File: config.mk
export PLATFORM = sky130hd
export DESIGN_NAME = npc_dmem_bridge
export DESIGN_NICKNAME = d
export VERILOG_FILES = /design/src/rtl/npc_dmem_bridge_pkg.sv /design/src/rtl/npc_load_align.sv /design/src/rtl/npc_dmem_bridge.sv
export SDC_FILE = /design/constraint.sdc
export NUM_CORES = 1
export LEC_CHECK = 0
export ABC_CLOCK_PERIOD_IN_PS = 2130
export CORE_AREA = 2 2 121 123
export CTS_BUF_LIST = sky130_fd_sc_hd__clkbuf_16
export CTS_CLUSTER_DIAMETER = 200
export DETAILED_ROUTE_END_ITERATION = 7
export DIE_AREA = 0 0 123 125
export HOLD_SLACK_MARGIN = 0.12
export PLACE_DENSITY = 0.75
export SLEW_MARGIN = 10
export SYNTH_ARGS = -nofsm -noshare
export SYNTH_HDL_FRONTEND = slang
export SYNTH_SLANG_ARGS = --single-unit
File: constraint.sdc
create_clock -name clk -period 2.13 [get_ports clk]
set_input_delay 0.426 -clock clk [delete_from_list [all_inputs] [get_ports clk]]
set_output_delay 0.426 -clock clk [all_outputs]
set_load 0.02 [all_outputs]
File: src/rtl/npc_dmem_bridge_pkg.sv
// rtl/npc_dmem_bridge_pkg.sv - size codes, FSM states and store lane helpers for the data-memory bridge
package npc_dmem_bridge_pkg;

  localparam logic [1:0] MEM_SZ_B   = 2'b00;
  localparam logic [1:0] MEM_SZ_H   = 2'b01;
  localparam logic [1:0] MEM_SZ_W   = 2'b10;
  localparam logic [1:0] MEM_SZ_RSV = 2'b11;

  typedef enum logic [1:0] {
    ST_IDLE      = 2'd0,
    ST_WRITE     = 2'd1,
    ST_READ_WAIT = 2'd2,
    ST_RESP      = 2'd3
  } bridge_state_e;

  function automatic logic size_aligned(input logic [1:0] size, input logic [1:0] off);
    logic ok;
    case (size)
      MEM_SZ_B: ok = 1'b1;
      MEM_SZ_H: ok = ~off[0];
      MEM_SZ_W: ok = (off == 2'b00);
      default:  ok = 1'b0;
    endcase
    return ok;
  endfunction

  function automatic logic [3:0] lane_mask(input logic [1:0] size, input logic [1:0] off);
    logic [3:0] m;
    case (size)
      MEM_SZ_B: m = 4'b0001 << off;
      MEM_SZ_H: m = 4'b0011 << off;
      default:  m = 4'hF;
    endcase
    return m;
  endfunction

  function automatic logic [31:0] lane_data(input logic [1:0] size, input logic [31:0] d);
    logic [31:0] r;
    case (size)
      MEM_SZ_B: r = {4{d[7:0]}};
      MEM_SZ_H: r = {2{d[15:0]}};
      default:  r = d;
    endcase
    return r;
  endfunction

endpackage

File: src/rtl/npc_load_align.sv
// rtl/npc_load_align.sv - shifts a target word down to the addressed lane and sign/zero extends it
module npc_load_align
  import npc_dmem_bridge_pkg::*;
(
  input  logic [31:0] rdata,
  input  logic [1:0]  offset,
  input  logic [1:0]  size,
  input  logic        zero_ext,
  output logic [31:0] value
);

  logic [31:0] shifted;

  always_comb begin
    shifted = rdata >> {offset, 3'b000};
    case (size)
      MEM_SZ_B: value = {{24{~zero_ext & shifted[7]}}, shifted[7:0]};
      MEM_SZ_H: value = {{16{~zero_ext & shifted[15]}}, shifted[15:0]};
      default:  value = shifted;
    endcase
  end

endmodule

File: src/rtl/npc_dmem_bridge.sv
// rtl/npc_dmem_bridge.sv - load/store bridge with posted writes, configurable read latency and core stall
module npc_dmem_bridge
  import npc_dmem_bridge_pkg::*;
#(
  parameter int                     NUM_TGT    = 2,
  parameter logic [NUM_TGT*32-1:0]  TGT_BASE   = {32'h1000_0000, 32'h8000_0000},
  parameter logic [NUM_TGT*32-1:0]  TGT_MASK   = {32'hF000_0000, 32'hF000_0000},
  parameter int                     RD_LATENCY = 1
) (
  input  logic                    clk,
  input  logic                    rst,
  input  logic                    core_ren,
  input  logic                    core_wen,
  input  logic [31:0]             core_addr,
  input  logic [1:0]              core_size,
  input  logic                    core_unsigned,
  input  logic [31:0]             core_wdata,
  output logic [31:0]             core_rdata,
  output logic                    core_stall,
  output logic                    core_err,
  output logic [31:0]             bus_addr,
  output logic                    bus_ren,
  output logic                    bus_wen,
  output logic [NUM_TGT-1:0]      bus_sel,
  output logic [3:0]              bus_wmask,
  output logic [31:0]             bus_wdata,
  input  logic [NUM_TGT*32-1:0]   bus_rdata
);

  localparam logic [2:0] LAT_LAST = 3'(RD_LATENCY);

  bridge_state_e      state, state_next;
  logic [2:0]         lat_cnt;
  logic [NUM_TGT-1:0] hit_sel;
  logic               hit;
  logic               legal;
  logic               req;
  logic [1:0]         req_off;
  logic [1:0]         req_size;
  logic               req_zext;
  logic [31:0]        sel_rdata;
  logic [31:0]        load_value;

  // Lowest-index target wins when address windows overlap.
  always_comb begin
    hit_sel = '0;
    hit     = 1'b0;
    for (int t = 0; t < NUM_TGT; t++) begin
      if (!hit && ((core_addr & TGT_MASK[32*t +: 32]) == TGT_BASE[32*t +: 32])) begin
        hit_sel[t] = 1'b1;
        hit        = 1'b1;
      end
    end
  end

  assign legal = hit & size_aligned(core_size, core_addr[1:0]);
  assign req   = core_ren | core_wen;

  always_comb begin
    sel_rdata = '0;
    for (int t = 0; t < NUM_TGT; t++) begin
      if (bus_sel[t]) sel_rdata = sel_rdata | bus_rdata[32*t +: 32];
    end
  end

  npc_load_align u_align (
    .rdata    (sel_rdata),
    .offset   (req_off),
    .size     (req_size),
    .zero_ext (req_zext),
    .value    (load_value)
  );

  always_comb begin
    state_next = state;
    core_stall = 1'b0;
    bus_ren    = 1'b0;
    bus_wen    = 1'b0;
    case (state)
      ST_IDLE: begin
        if (core_wen) begin
          state_next = legal ? ST_WRITE : ST_IDLE;
        end else if (core_ren) begin
          core_stall = 1'b1;
          state_next = legal ? ST_READ_WAIT : ST_RESP;
        end
      end
      ST_WRITE: begin
        bus_wen    = 1'b1;
        core_stall = req;
        state_next = ST_IDLE;
      end
      ST_READ_WAIT: begin
        core_stall = 1'b1;
        bus_ren    = (lat_cnt == 3'd0);
        if (lat_cnt == LAT_LAST) state_next = ST_RESP;
      end
      default: state_next = ST_IDLE;
    endcase
  end

  always_ff @(posedge clk) begin
    if (rst) begin
      state      <= ST_IDLE;
      lat_cnt    <= 3'd0;
      bus_addr   <= '0;
      bus_sel    <= '0;
      bus_wmask  <= '0;
      bus_wdata  <= '0;
      core_rdata <= '0;
      core_err   <= 1'b0;
      req_off    <= '0;
      req_size   <= '0;
      req_zext   <= 1'b0;
    end else begin
      state    <= state_next;
      core_err <= 1'b0;
      case (state)
        ST_IDLE: begin
          lat_cnt <= 3'd0;
          if (req) begin
            // ren&wen is executed as the store but still flagged.
            core_err <= ~legal | (core_ren & core_wen);
            if (legal) begin
              bus_addr <= {core_addr[31:2], 2'b00};
              bus_sel  <= hit_sel;
              req_off  <= core_addr[1:0];
              req_size <= core_size;
              req_zext <= core_unsigned;
            end
            if (core_wen && legal) begin
              bus_wmask <= lane_mask(core_size, core_addr[1:0]);
              bus_wdata <= lane_data(core_size, core_wdata);
            end
            if (!core_wen && !legal) core_rdata <= '0;
          end
        end
        ST_READ_WAIT: begin
          lat_cnt <= lat_cnt + 3'd1;
          if (lat_cnt == LAT_LAST) core_rdata <= load_value;
        end
        default: begin
        end
      endcase
    end
  end

endmodule

After elaboration in Yosys (flattened, before gate mapping)
Cells that the tools add are included.
W data, S select, Z words.

operators by class
  shift operators = 3
  bitwise gates (word level) = 12
  eq/ne operators = 12
  reduce and logical (&&, ||, !) cells = 17
  add/sub/neg operators = 1
  multiplexer cells = 25

operator list
  kind                   count
  $pmux W32 S2           3
  $mux W32               5
  $or A32 B32 Y32        1
  $shr A32 B5 Y32        1
  $mux W1                9
  $logic_not A2 Y1       4
  $pmux W4 S2            1
  $eq A2 B1 Y1 const B   3
  $mux W2                3
  $ne A2 B2 Y1 const B   3
  $pmux W1 S3            2
  $pmux W3 S2            1
  $reduce_and A3 Y1      2
  $not A1 Y1             5
  $and A1 B1 Y1          4
  $eq A2 B2 Y1 const B   2
  $eq A4 B1 Y1 const B   1
  $eq A4 B4 Y1 const B   1
  $pmux W2 S2            1
  $reduce_and A4 Y1      1
  $shl A1 B2 Y4 const A  1
  $shl A2 B2 Y4 const A  1
  $add A3 B1 Y3 const B  1
  $eq A3 B1 Y1 const B   1
  other kinds (8)        13

storage, ports and cells
  bits in registers = 111
  word-level logic and storage cells = 81
  input port bits = 135

Depth between registers and ports, before layout
Gate-level depths: netlist (run 1).

  word-level depth = 11
  gate-level depth with buffers = 8

Cells and area by module
From an unflattened synthesis (run 1), not the netlist that was laid out.

second synthesis, totals
  cells, all modules = 635
  area, all modules = 5,636.7 µm²

by module, submodules not included
  module           cells an instance  area an instance (µm²)  times used
  npc_dmem_bridge  532                4,868.4                 1
  npc_load_align   103                768.2                   1

Worst setup path after synthesis (run 1)
Ideal clock, no wire load.

  path type = input-to-reg
  start point = input core_addr[0]
  end point = register core_rdata[10]
  arrival time = 2,178 ps
  stages = 8
  buffers on the path = 1
  path slack = -170 ps
  cells stage by stage = a21oi_1 -> o211ai_1 -> ha_1 -> or3b_2 -> a21oi_1 -> nor2_1 -> clkbuf_1 -> a221o_1

on the way
  cells in the longest elaborated chain, start to end = 7

RTL lines
  what                                                   line                                                  text
  from (decl)                                            npc_dmem_bridge.sv:14                                 input logic [31:0] core_addr,
  $logic_not A2 Y1 / $not A1 Y1 (equally long branches)  npc_dmem_bridge_pkg.sv:21, npc_dmem_bridge_pkg.sv:20
  $pmux W1 S3 (*)                                        npc_dmem_bridge_pkg.sv:18                             case (size)
  $and A1 B1 Y1 (*)                                      npc_dmem_bridge.sv:56                                 assign legal = hit & size_aligned(core_size, core_addr[1:0]);
  $logic_not A1 Y1 (*)                                   npc_dmem_bridge.sv:135                                if (!core_wen && !legal) core_rdata <= '0;
  $logic_and A1 B1 Y1 (*)                                npc_dmem_bridge.sv:135
  $ne A2 B2 Y1 (no source line) (*)                      -
  $reduce_and A4 Y1 (no source line) (*)                 -
  to (signal assigned)                                   npc_dmem_bridge.sv:140                                if (lat_cnt == LAT_LAST) core_rdata <= load_value;
  to (decl)                                              npc_dmem_bridge.sv:18                                 output logic [31:0] core_rdata,

Every way passes the cells marked *; elsewhere a longest branch is shown, timed or not.
A chain may end at the register's enable or synchronous reset.

Worst setup path after layout (run 1)
  start point = register state[0]
  end point = output bus_wen

on the way
  cells in the longest elaborated chain, start to end = 2

RTL lines
  what                    line                    text
  from (decl)             npc_dmem_bridge.sv:32   bridge_state_e state, state_next;
  from (signal assigned)  npc_dmem_bridge.sv:116  state <= state_next;
  $eq A2 B1 Y1            npc_dmem_bridge.sv:79   case (state)
  $mux W1                 npc_dmem_bridge.sv:79
  to (decl)               npc_dmem_bridge.sv:23   output logic bus_wen,

Every way passes these cells.

==> run metrics, run 1 <==
status completed; hold_sp rst; initial antenna violation count 1; post-DR wirelength/cell 17.2 um; Clock Tree Buf Depth 2; worst vdd ir 0.463 mV; Num CTS Buffers 9; CTS tree built; core footprint 14200 um2; Final setup viols 0; sequential fraction of the synthesis area 43.6%; first-pass GRT wire length 27.3 mm; DRT iter0 DRCs 275; hold depth 2; Detail Placement HPWL 13.2 mm; CTS Hold Bufs 0; clk_skew 0.00647 ns; Total Wirelength 18.1 mm; CP Launch Point state[0]; RSZ-0062 raised after global routing false; Synth Instances 614; final setup TNS 0 ns; Crit path buffers/inverters 2; vias per cell 5.24; Clock Latency Late Sink 0.35 ns; Reg clk slew, reported paths 0.07 ns; Leak Pwr 3.01 nW; gr usage total 22.6%; Worst Path Arrival 1.63 ns; NumNets Final 1000; H-tree levels 3; Max Clk Rate 486 MHz; I/O Buffers 238; synth warn 0; design area 8340 um2; worst reg2reg startpoint req_off[0]; largest net degree at the start of global routing 46; Slew @ Worst Pin 0.552 ns; Root Driver clkbuf_16; Tmin final 2.06 ns; Total Power 4.53 mW; fin crit share 96.6%; Clock Sinks 111; synthesis-to-finish area growth 63.7%; Critical Path Fanout Max 10; HP Class in2reg; CP Data Required Time 1.70 ns; power per standard cell area 543 nW/um2; Slowest-stage cell, CP clkdlybuf4s50_1; Hold EP core_rdata[7]; Post-Layout Cell Count 1049; synth unique cells 46; critical-path cell list buf_4 -> nor2b_1 -> clkdlybuf4s50_1; Synth area leaders dfxtp_1 (44%), nand2_1 (9.4%), a21oi_1 (5.6%); post-synthesis register bit count 111; dpl cells 1026; Netlist Area Pre-Place 5100 um2; R2R setup slack 0.19 ns; startpoint types register; cell row count 44; die width 123 um; critical path type reg2out; pre-CTS setup slack -0.658 ns; via count 5496; gpl congestion 0.897; layout cells sized above 1 10.5%; Synth Area per Inst 8.30 um2; max-cap check violation count 0; Worst setup EP type output pin; final worst slack 0.0714 ns; Initial Util 35.9%; die area 15400 um2; DRC 0; final hold slack 0.337 ns; GRT Residual Overflow 0; pins over their slew limit 0; first drt pass iteration count 4; ANT nets after route 0; Synth area leader dfxtp_1; Hold Fails Final Rpt 0; Crit path largest cell delay 0.61 ns; vias in the first global route 5349; I/O Pins 241; Yosys top cell area share 43.6%; Die H 125 um; DP Area 7890 um2; max_slew headroom 63.1%; Final Util 58.7%; cell family with most CP delay buffers and inverters; Register-to-Register Path Depth 6; Reg2Reg Capture Point core_rdata[23]
-- power breakdown --
part           switching, mW  internal [mW]
clock                  0.779          0.905
sequential            0.0243           2.10
combinational          0.312          0.411
-- registers in the layout, summed over array words and instances, names as in the netlist --
signal / cells
bus_addr: 30
bus_sel: 2
bus_wdata: 32
bus_wmask: 4
core_err: 1
core_rdata: 32
lat_cnt: 3
req_off: 2
req_size: 2
req_zext: 1
state: 2
-- layout by cell type, fill, tap and decap left out, types with 7 or more instances in the layout --
cell             netlist  layout
a211oi_1               8       8
a21oi_1               57      55
a221o_1               15      15
a22o_1                32      32
a22oi_1                8       8
a311oi_1               9       8
buf_4                  4      41
clkbuf_16              0      11
clkdlybuf4s50_1        0     226
dfxtp_1              111     107
inv_1                  6       7
mux2i_1               24      24
nand2_1              128     128
nor2_1                33      31
nor3_1                 9       8
o211ai_1               8       8
o21a_1                10      10
o21ai_0               43      43
o22ai_1               10      10
o2bb2ai_1              7       7
-- layout make-up --
type	count	area, um2
Timing Repair Buffer	290	2900
Multi-Input combinational cell	441	2660
Antenna cell	1	2.50
Clock inverter	6	62.6
Fill cell	1275	5860
Clock buffer	9	225
Inverter	7	30.0
Tap cell	184	230
Sequential cell	111	2230
-- logic make-up after synthesis --
kind of cell	Yosys count	synth area share, %
compound gates	213	28.5
xor+xnor	1	0.172
fa+ha+maj	5	1.23
buf+inv	63	5.28
flops	111	43.6
mux	24	4.71
other cells	1	0.0735
simple gates	196	16.4
-- routing by layer --
layer	vias up	share of wire, %	track usage (%)
li1	2684	-	-
met1	2534	39	25.8
met2	247	48	38.2
met3	31	11	8.03
met4	0	2.7	9.02
met5	-	0	0
-- worst max path at each step --
stage / end / slack (ns) / depth (start not counted)
2_1_floorplan: core_rdata[10] / -0.01 / 8
3_3_place_gp: core_rdata[8] / -0.63 / 9
3_5_place_dp: core_rdata[8] / -0.66 / 9
4_1_cts: core_rdata[8] / -0.05 / 9
5_1_grt: core_rdata[8] / 0.01 / 9
6_report: bus_wen / 0.07 / 3
-- worst register-to-register path, cell delays in order, from the launching register on --
cell and delay, ns:
dfxtp_1 0.56, or2_1 0.19, a221oi_1 0.07, or4_4 0.56
a31oi_4 0.17, buf_4 0.20, a22o_1 0.14
-- what timing repair did --
item,in CTS,in global routing
buffers inserted,3,0
pin swaps,3,5
hold endpoints to repair,0,0
gates resized for setup,19,16
setup endpoints to repair,69,47
gates cloned,2,2
-- synth_stat cells, drive strengths merged --
library cell and n:
a221oi 1, a21o 1, nand3b 3, inv 6, a22oi 9, buf 20, a31oi 2, or3 1
o21a 10, and2 1, nand2 128, nand3 2, a311oi 9, a21oi 57, or4 1, or2 2
o2bb2ai 7, a221o 15, and3 1, nor4b 1, nor3b 3, mux2i 24, ha 5, conb 1
nor3 9, a2111oi 1, clkbuf 36, nor2b 4, or3b 1, xor2 1, a22o 32, o211ai 8
dfxtp 111, clkinv 1, o22ai 10, a211oi 8, o21ai 43, nor2 34, nand2b 5
Power figures use the tool's default switching activity.
==> run 2, diff against run 1 <==
CTS_CLUSTER_SIZE = 28   (was unset)
SETUP_SLACK_MARGIN = 0.05   (was unset)
SLEW_MARGIN = unset   (was 10)
==> run 2 against run 1 <==
Hold slack worse by 0.0027 ns. Sequential cell count stayed put. Combinational power is 1% higher. Global-route usage is 0.20 points higher. Cell count is 0.38% higher. Via count is 0.33% higher. Wire length is 2.3% higher. Register-to-register slack better by 0.05 ns. Final area is 0.82% higher. Critical path type is now in2reg. Largest power group unchanged.
==> run metrics, run 2 (synthesis gave the netlist of run 1 again) <==
Worst Path Arrival 2.28 ns (+0.65 ns); Initial Util 35.9% (unchanged); Clock Latency Late Sink 0.36 ns (about the same); Reg clk slew, reported paths 0.08 ns (about the same); Die H 125 um (unchanged); first-pass GRT wire length 27.3 mm (about the same); I/O Buffers 238 (unchanged); Leak Pwr 3.02 nW (+0.35%); die width 123 um (unchanged); Critical Path Fanout Max 8 (-2); final hold slack 0.334 ns (-0.00273 ns); vias in the first global route 5292 (-1.1%); fillcell total 1306 (+2.4%); Clock Sinks 111 (unchanged); initial antenna violation count 0 (-1); Total Wirelength 18.5 mm (+2.3%); Num CTS Buffers 9 (unchanged); synthesis-to-finish area growth 65.0%; status completed; Root Driver clkbuf_16; CTS Hold Bufs 0 (unchanged); largest net degree at the start of global routing 55 (+20%); pins over their slew limit 0 (unchanged); gpl congestion 0.819 (-8.7%); Slew @ Worst Pin 0.643 ns (+0.0909 ns); DP Area 7970 um2 (+1.0%); Total Power 4.45 mW (-1.8%); antenna cells 0 (-1); NumNets Final 1005 (+0.50%); layout cells sized above 1 11.4% (+0.86 points); H-tree levels 3 (unchanged); via count 5514 (+0.33%); clk_skew 0.0107 ns (+0.00423 ns); vias per cell 5.24 (about the same); CP Data Required Time 2.38 ns (+0.68 ns); post-DR wirelength/cell 17.6 um (+1.9%); Hold Fails Final Rpt 0 (unchanged); Tmin final 2.03 ns (-0.0256 ns); power per standard cell area 529 nW/um2 (-2.6%); critical-path cell list clkdlybuf4s50_1 -> nor2_1 -> buf_4 -> or3b_4 -> a21oi_4 -> nor2_4 -> buf_12 -> a221o_1; multi-input logic area 2670 um2 (+0.38%); HP Class in2reg; Crit path largest cell delay 0.51 ns (-0.10 ns); Max Clk Rate 492 MHz (+1.3%); Crit path buffers/inverters 3 (+1); commonest non-fill, non-tap cell in the layout clkdlybuf4s50_1; CTS tree built; DRT iter0 DRCs 338 (+23%); worst vdd ir 0.418 mV (-9.8%); cell family with most CP delay buffers and inverters; Post-Layout Cell Count 1053 (+0.38%); ANT nets after route 0 (unchanged); Worst setup EP type register; first drt pass iteration count 5 (+1); max-cap check violation count 0 (unchanged); core footprint 14200 um2 (unchanged); Register Area 2230 um2 (-0.11%); Detail Placement HPWL 13.3 mm (+1.1%); critical path type in2reg; die area 15400 um2 (unchanged); max_slew headroom 57.0% (-6.1 points); Slowest-stage cell, CP clkdlybuf4s50_1; GRT Residual Overflow 0 (unchanged); fin crit share 95.4% (-1.2 points); commonest cells after routing, fill and taps aside clkdlybuf4s50_1 (226), nand2_1 (128), dfxtp_1 (107), a21oi_1 (55), o21ai_0 (43); I/O Pins 241 (unchanged); Top Registers bus_wdata (32), core_rdata (32), bus_addr (30); dpl cells 1030 (+0.39%); Final setup viols 0 (unchanged); startpoint types input port; gr usage total 22.8% (+0.20 points); design area 8410 um2 (+0.82%); DRC 0 (unchanged); RSZ-0062 raised after global routing false; cell row count 44 (unchanged); Clock Tree Buf Depth 2 (unchanged)
[run 2: area by class of cell]
type                       instances  share of cell area [%]
sequential                       111                    26.5
timing repair buffer             295                    35.5
inverter                           7                   0.312
tap                              184                    2.74
multi-input combinational        441                    31.8
clock buffer                       9                    2.68
clock inverter                     6                   0.550
[run 2: repair_timing]
item                                    in CTS  in global routing
gates resized for setup                     27                 16
cloned                                       3                  2
buffers inserted                             2                  1
endpoints found under the setup margin      71                 52
pin swaps                                    6                 13
[run 2: report_power, final]
| part | internal, mW | leakage, nW | switching [mW] |
|---|---|---|---|
| combinational | 0.415 | 1.99 | 0.317 |
| sequential | 2.10 | 0.897 | 0.0218 |
| clock | 0.797 | 0.130 | 0.797 |
[run 2: through the flow]
stage	util [%]	worst slack (ns)	TNS [ns]
final	59.2	0.0970	0
after global routing	59.2	0.0537	0
after CTS	58.8	0.0529	0
after detailed placement	56.1	-0.692	-39.99
after global placement	56.1	-0.677	-37.50
after floorplan	-	-0.0139	-0.0972
[run 2: final timing paths]
| check | start | end | slack (ns) | cells past startpoint |
|---|---|---|---|---|
| worst max-delay path | core_wen | core_rdata[11] | 0.1 | 8 |
| worst min-delay path | rst | core_rdata[7] | 0.33 | 2 |
| worst max register to register | req_off[0] | core_rdata[17] | 0.24 | 7 |
| worst min register to register | bus_addr[11] | bus_addr[11] | 0.45 | 2 |
[run 2: worst register-to-register path, delay by kind of cell, from the launching register on]
family	cells	cell delay [ns]
AND/OR/NAND/NOR	2	0.67
AO/OA/AOI/OAI	3	0.42
buffers and inverters	2	0.39
flip-flops	1	0.35
[run 2: per-layer routing]
metal / vias to the layer above / wire length, um / GRT usage (%) / share of wire [%]
li1: 2702 / - / - / -
met1: 2520 / 7400 / 25.8 / 40
met2: 252 / 8610 / 39.2 / 47
met3: 40 / 1830 / 6.71 / 9.9
met4: 0 / 646 / 10.2 / 3.5
met5: - / 0 / 0 / 0
